File: config.mk
export PLATFORM = sky130hd
export DESIGN_NAME = apb_master
export DESIGN_NICKNAME = d
export VERILOG_FILES = /design/src/rtl/apb_master.sv
export SDC_FILE = /design/constraint.sdc
export NUM_CORES = 1
export LEC_CHECK = 0
export ABC_CLOCK_PERIOD_IN_PS = 4600
export CORE_MARGIN = 2
export CORE_UTILIZATION = 25
export DETAILED_ROUTE_END_ITERATION = 16
export DONT_BUFFER_PORTS = 1
export PLACE_DENSITY = 0.35
export SLEW_MARGIN = 5
export SYNTH_ARGS = -nofsm -noshare
export SYNTH_HDL_FRONTEND = slang
export SYNTH_SLANG_ARGS = --single-unit
File: constraint.sdc
create_clock -name Pclk -period 4.6 [get_ports Pclk]
set_input_delay 0.92 -clock Pclk [delete_from_list [all_inputs] [get_ports Pclk]]
set_output_delay 0.92 -clock Pclk [all_outputs]
set_load 0.02 [all_outputs]
File: src/rtl/apb_master.sv
// apb_master: single-outstanding APB requester with a bounded wait-state timeout
module apb_master #(
  parameter int ADDR_W  = 8,
  parameter int DATA_W  = 8,
  parameter int TIMEOUT = 16
) (
  input  logic              Pclk,
  input  logic              Preset,
  input  logic              cmd_valid,
  output logic              cmd_ready,
  input  logic              cmd_write,
  input  logic [ADDR_W-1:0] cmd_addr,
  input  logic [DATA_W-1:0] cmd_wdata,
  output logic              rsp_valid,
  output logic [DATA_W-1:0] rsp_rdata,
  output logic              rsp_err,
  output logic              rsp_timeout,
  output logic              Psel,
  output logic              Penable,
  output logic              Pwrite,
  output logic [ADDR_W-1:0] Paddr,
  output logic [DATA_W-1:0] Pwdata,
  input  logic [DATA_W-1:0] Prdata,
  input  logic              Pready,
  input  logic              Pslverr
);
  typedef enum logic [1:0] {IDLE, SETUP, ACCESS} state_t;
  state_t state, state_n;
  logic [7:0] cnt;
  logic expire, done;
  always_comb begin
    expire    = cnt == 8'(TIMEOUT - 1);
    done      = state == ACCESS && (Pready || expire);
    state_n   = state == IDLE ? (cmd_valid ? SETUP : IDLE) :
                state == SETUP ? ACCESS : (done ? IDLE : ACCESS);
    cmd_ready = state == IDLE;
    Psel      = state != IDLE;
    Penable   = state == ACCESS;
  end
  always_ff @(posedge Pclk or negedge Preset)
    if (!Preset) state <= IDLE;
    else state <= state_n;
  // Pready wins over an expiring counter, so a response on the last allowed cycle still succeeds
  always_ff @(posedge Pclk or negedge Preset)
    if (!Preset) begin
      Pwrite      <= 1'b0;
      Paddr       <= '0;
      Pwdata      <= '0;
      cnt         <= '0;
      rsp_valid   <= 1'b0;
      rsp_rdata   <= '0;
      rsp_err     <= 1'b0;
      rsp_timeout <= 1'b0;
    end else begin
      if (state == IDLE && cmd_valid) begin
        Pwrite <= cmd_write;
        Paddr  <= cmd_addr;
        Pwdata <= cmd_wdata;
        cnt    <= '0;
      end else if (state == ACCESS && !Pready) cnt <= cnt + 8'd1;
      rsp_valid <= done;
      if (done) begin
        rsp_err     <= Pready ? Pslverr : 1'b1;
        rsp_timeout <= !Pready;
        rsp_rdata   <= (Pready && !Pwrite) ? Prdata : '0;
      end
    end
endmodule
==> impl_metrics.env <==
export IMPL_outcome="completed"
export IMPL_cts_resized=0
export IMPL_synth_simple_gate_area_share_pct=12.7
export IMPL_async_reset_ff_share_pct=100
export IMPL_synth_top_area_cell="dfrtp_1"
export IMPL_path_cells="or2b_1 -> inv_1"
export IMPL_synthesis_area_um2=1610
export IMPL_synth_edf_count=0
export IMPL_synth_top_family_by_area="simple AND/OR/NAND/NOR gates"
export IMPL_cts_root_buf="clkbuf_8"
export IMPL_path_clk_slew_ns=0.08
export IMPL_placed_area_um2=1680
export IMPL_skew_ns=0.0121
export IMPL_grt_ovfl_total=0
export IMPL_ys_warn_count=0
export IMPL_path_max_fanout=11
export IMPL_dr_pass1_iters=4
export IMPL_crit_family="flip-flops"
export IMPL_endpoint_kind="output pin"
export IMPL_worstHoldPathType="in -> async"
export IMPL_antenna_cells=0
export IMPL_cts_max_path_buffers=2
export IMPL_worstPathArrival_ns=1.50
export IMPL_via_per_inst=5.00
export IMPL_grt_pass1_vias=1071
export IMPL_track_usage_pct=10.3
export IMPL_worst_pin_slew_ns=1.10
export IMPL_vias=1025
export IMPL_pin_count=61
export IMPL_cts_setup_buffers=0
export IMPL_rsz0062_at_grt="no"
export IMPL_antenna_found_initial=0
export IMPL_ctsHoldBuffers=0
export IMPL_die_area_um2=7090
export IMPL_path_buf_inv=1
export IMPL_die_w_um=84.2
export IMPL_layout_cells_non_filler=205
export IMPL_critical_path_slowest_cell="dfrtp_1"
export IMPL_timing_final_max_slew_violations=0
export IMPL_die_y_um=84.2
export IMPL_numCtsBuffers=5
export IMPL_synth_nets=156
export IMPL_synth_xor_area_share_pct=0
export IMPL_path_class="reg -> out"
export IMPL_ant_nets=0
export IMPL_start_util_pct=25.6
export IMPL_dpl_hpwl_mm=2.38
export IMPL_synth_area_leaders="dfrtp_1 (59%), mux2_2 (13%), a221o_1 (5.0%), and2_1 (3.1%), a21oi_1 (2.5%)"
export IMPL_p_leak_uw=0.000711
export IMPL_maxCapViolCount=0
export IMPL_routed_wl_mm=3.48
export IMPL_grt_max_degree=39
export IMPL_cts_sinks=38
export IMPL_post_route_util_pct=28.2
export IMPL_place_inst=197
export IMPL_grt_pass1_wl_mm=5.68
export IMPL_synth_compound_area_share_pct=12.1
export IMPL_coreArea_um2=6280
export IMPL_maxSlewHeadroom_pct=26.8
export IMPL_area_growth_pct=9.96
export IMPL_holdWs_ns=0.307
export IMPL_syn_area_per_cell_um2=12.9
export IMPL_clk_latency_ns=0.30
export IMPL_port_buffer_count=0
export IMPL_synth_top_area_share_pct=59.1
export IMPL_cts_tree="done"
export IMPL_synthCells=125
export IMPL_nets=158
export IMPL_drc=0
export IMPL_synth_seq_area_share_pct=59.1
export IMPL_period_minus_slack_ns=2.42
export IMPL_p_per_area_nw_per_um2=613
export IMPL_place_congestion=0.678
export IMPL_wl_per_cell_um=17.0
export IMPL_hold_viol=0
export IMPL_ys_ff_latch=38
export IMPL_initialDrtViolationCount=40
export IMPL_ys_types=31
export IMPL_synthTopCellsByCount="dfrtp_1 (38), mux2_2 (18), a21oi_1 (8), a221o_1 (8), and2_1 (8)"
export IMPL_startpoint_type="register"
export IMPL_setup_violations=0
export IMPL_synthMuxAreaShare_pct=12.6
export IMPL_post_route_period_util_pct=52.6
export IMPL_synth_fa_ha_area_share_pct=0.778
export IMPL_max_freq_mhz=413
export IMPL_rows=29
export IMPL_slowest_delay_ns=0.51
export IMPL_finalSetupTns_ns=0
export IMPL_vdd_drop_max_uv=194
export IMPL_yosys_most_used_dff="dfrtp_1"
export IMPL_final_cell_area_um2=1770
export IMPL_final_layout_size_suffix_gt1_share_pct=22.7
export IMPL_h_tree_depth=2
export IMPL_required_ns=3.68
export IMPL_synthMostInstantiatedCell="dfrtp_1"
routing by layer:
metal | vias up | global-route usage (%) | routed length [µm]
met1 | 506 | 11.8 | 1400
met3 | 5 | 5.31 | 312
met2 | 51 | 16.5 | 1720
met4 | 0 | 4.11 | 55
met5 | - | 0 | 0
li1 | 463 | - | -
final cells by class:
class	instances	area [µm²]
clock inverter	2	13.8
clock buffer	6	72.6
tap	77	96.3
multi-input combinational	78	619
inverter	4	15.0
sequential	38	951
fill	630	4510
worst paths after layout:
| check | from | endpoint | slack [ns] | cells past startpoint |
|---|---|---|---|---|
| min reg2reg | cnt[7] | cnt[7] | 0.56 | 2 |
| max | state[1] | Penable | 2.18 | 2 |
| max reg2reg | state[1] | cnt[0] | 2.63 | 3 |
| min | Preset | rsp_valid | 0.31 | 0 |
| max in group asynchronous | Preset | state[0] | 4.17 | 0 |
| min in group Pclk | cnt[7] | cnt[7] | 0.56 | 2 |
metrics by stage:
step | setup slack (ns) | total power (µW)
after floorplan | 2.49 | 808
after global placement | 2.24 | 853
after detailed placement | 2.16 | 862
after CTS | 2.16 | 1090
after global routing | 2.08 | 1150
final | 2.18 | 1080
layout by cell type, fill, tap and decap left out, drive strengths merged, types with 2 or more instances in the layout:
| master | n |
|---|---|
| inv | 4 |
| or4 | 3 |
| clkinv | 2 |
| a221o | 8 |
| and2 | 8 |
| a21oi | 9 |
| nor2 | 4 |
| dfrtp | 38 |
| nand3 | 2 |
| or3 | 3 |
| o21ai | 4 |
| mux2 | 18 |
| nand4b | 2 |
| o31ai | 2 |
| clkbuf | 6 |
| nand2 | 3 |
where the power goes:
part	internal [µW]	total (µW)	switching (µW)
clock	107	233	126
sequential	441	657	216
combinational	113	194	81.0
total	661	1080	422
logic make-up after synthesis:
| group | count (synthesis) |
|---|---|
| mux | 18 |
| buf+inv | 9 |
| compound gates | 27 |
| flops | 38 |
| fa+ha+maj | 1 |
| simple gates | 32 |
worst reg2reg max path, stage by stage (launching register included):
cell     delay (ns)
dfrtp_1        0.48
nor3b_4        0.94
nor2b_1        0.14
mux2_2         0.30
state kept, by name, summed over array words and instances, names as in the netlist:
register     count
rsp_valid        1
Pwrite           1
rsp_err          1
Paddr            8
state            2
cnt              8
Pwdata           8
rsp_timeout      1
rsp_rdata        8
(Power assumes the default switching activity.)
==> RTL change (same settings) <==
Set the parameter `ADDR_W` to 7 (it was 8).
--- a/src/rtl/apb_master.sv
+++ b/src/rtl/apb_master.sv
@@ -1,6 +1,6 @@
 // apb_master: single-outstanding APB requester with a bounded wait-state timeout
 module apb_master #(
-  parameter int ADDR_W  = 8,
+  parameter int ADDR_W  = 7,
   parameter int DATA_W  = 8,
   parameter int TIMEOUT = 16
 ) (
Ports: changed (resized Paddr and cmd_addr); port bits go from 61 to 59. No check against the original RTL was run, so the function may have changed too.
==> RTL change against the original RTL <==
- critical path depth unchanged
- wire length fell by 5.0%
- synthesized cell count fell by 1.6%
- area after synthesis shrank 2.3%
- power increased by 3.2%
- design area shrank 0.50%
- clock power is 24% higher
- sequential cell count is 1 lower
- setup slack improved by 0.021 ns
- via count is 3.8% lower
==> RTL change: results (changes against the original RTL) <==
- Outcome: complete, no violations
- Post-Synthesis Cells: 123 (-1.6%)
- Internal power: 0.717 mW (+8.4%)
- Placed insts: 193 (-2.0%)
- Routing usage on met2: 15.2% (-1.2 points)
- Pre-CTS setup slack: 2.19 ns (+0.0272 ns)
- Clock buffers: 7 (+1)
- Data buffer area share: 0% (unchanged)
- Layout cells sized above 1: 22.2% (-0.43 points)
- Seq cells: 37 (-2.6%)
- Commonest cells in the netlist: dfrtp_1, mux2_2, a21oi_1, a221o_1, and2_1
- Clk cell area share: 6.61% (+1.7 points)
- Combinational power: 0.189 mW (-3%)
- Synth Area in Compound Gates: 12.3% (+0.28 points)
- HPWL Detailed: 2310 µm (-2.8%)
- Multi-input gate area: 608 µm² (-1.8%)
- Critical Path Max Stage Delay: 0.52 ns
- Post-CTS setup buffer count: 0 (unchanged)
- Crit path max fanout: 11 (unchanged)
- Pin count of the biggest net entering global routing: 38 (-2.6%)
- GR Util All Layers: 10.0% (-0.30 points)
- GPL Wtd Cong: 0.698 (+3.0%)
- Worst IR Drop VDD: 0.000249 V (+28%)
- Top cells by area, synth: dfrtp_1, mux2_2, a221o_1, and2_1, a21oi_1
- Met3 wire len: 261 µm (-16%)
- Routed via count: 986 (-3.8%)
- Storage element area: 926 µm² (-2.6%)
- Setup violations, final: 0 (unchanged)
- Yosys warning total: 0 (unchanged)
- First-pass GRT wire length: 5600 µm (-1.3%)
- Finished Layout Cells: 201 (-2.0%)
- Fmax achieved: 417 MHz (+0.88%)
- CP max-delay cell: dfrtp_1
- Clock tree skew after final layout: 0.00798 ns (-0.00410 ns)
- CP arrival: 1.48 ns (-0.02 ns)
- Inserted Clock Buffers: 5 (unchanged)
- Syn_nets: 153 (-1.9%)
- Max-cap violations: 0 (unchanged)
- Hold Slack: 0.323 ns (+0.0154 ns)
- Leakage power: 0.709 nW (-0.29%)
- #MultiIn Comb: 77 (-1.3%)
- Clk pwr: 0.290 mW (+24%)
- Wire per inst: 16.5 µm (-3.1%)
- FILL cells: 609 (-3.3%)
- Grt met3 use: 4.67% (-0.64 points)
- Vias in the first global route: 1065 (-0.56%)
- Rel. slew slack: 27.8% (+1.0 points)
- DRT met1 WL: 1480 µm (+5.9%)
- I/O Buffers: 0 (unchanged)
- Largest regs: Pwdata x8, cnt x8, rsp_rdata x8
- Nets: 155 (-1.9%)
- Adder-cell area share of the yosys netlist: 0.796% (+0.018 points)
- Post-synthesis mux area share: 12.2% (-0.43 points)
- P_sw: 0.401 mW (-5.0%)
- GR Util met1: 12.9% (+1.1 points)
- Seq/Total Area, Yosys: 58.9% (-0.23 points)
- 1st-iter DRT viols: 44 (+10%)
- CTS H-tree depth: 2 (unchanged)
- Clock transition at path regs: 0.08 ns (about the same)
- Routed wl met2: 1530 µm (-11%)
RTL change: cell count changes in the layout (fill, tap and decap cells not counted):
| cell | change |
|---|---|
| bufinv_16 | +1 |
| clkbuf_8 | +1 |
| clkinv_2 | -1 |
| clkinv_4 | -1 |
| dfrtp_1 | -1 |
| mux2_2 | -1 |
RTL change: through the flow:
| stage | cell area [µm²] | utilization [%] |
|---|---|---|
| 3_3_place_gp | 1640 | 27.4 |
| 4_1_cts | 1760 | 29.4 |
| 5_1_grt | 1760 | 29.4 |
| 3_5_place_dp | 1640 | 27.4 |
| 2_1_floorplan | 1570 | - |
| 6_report | 1760 | 29.4 |
RTL change: how the worst max path moves through the flow:
stage,start,to,cells past startpoint
floorplan,Pready,cnt[5],4
global placement,cmd_valid,cnt[0],3
detailed placement,cmd_valid,cnt[0],3
CTS,state[1],Penable,2
global route,state[1],Penable,2
finish,state[1],Penable,2
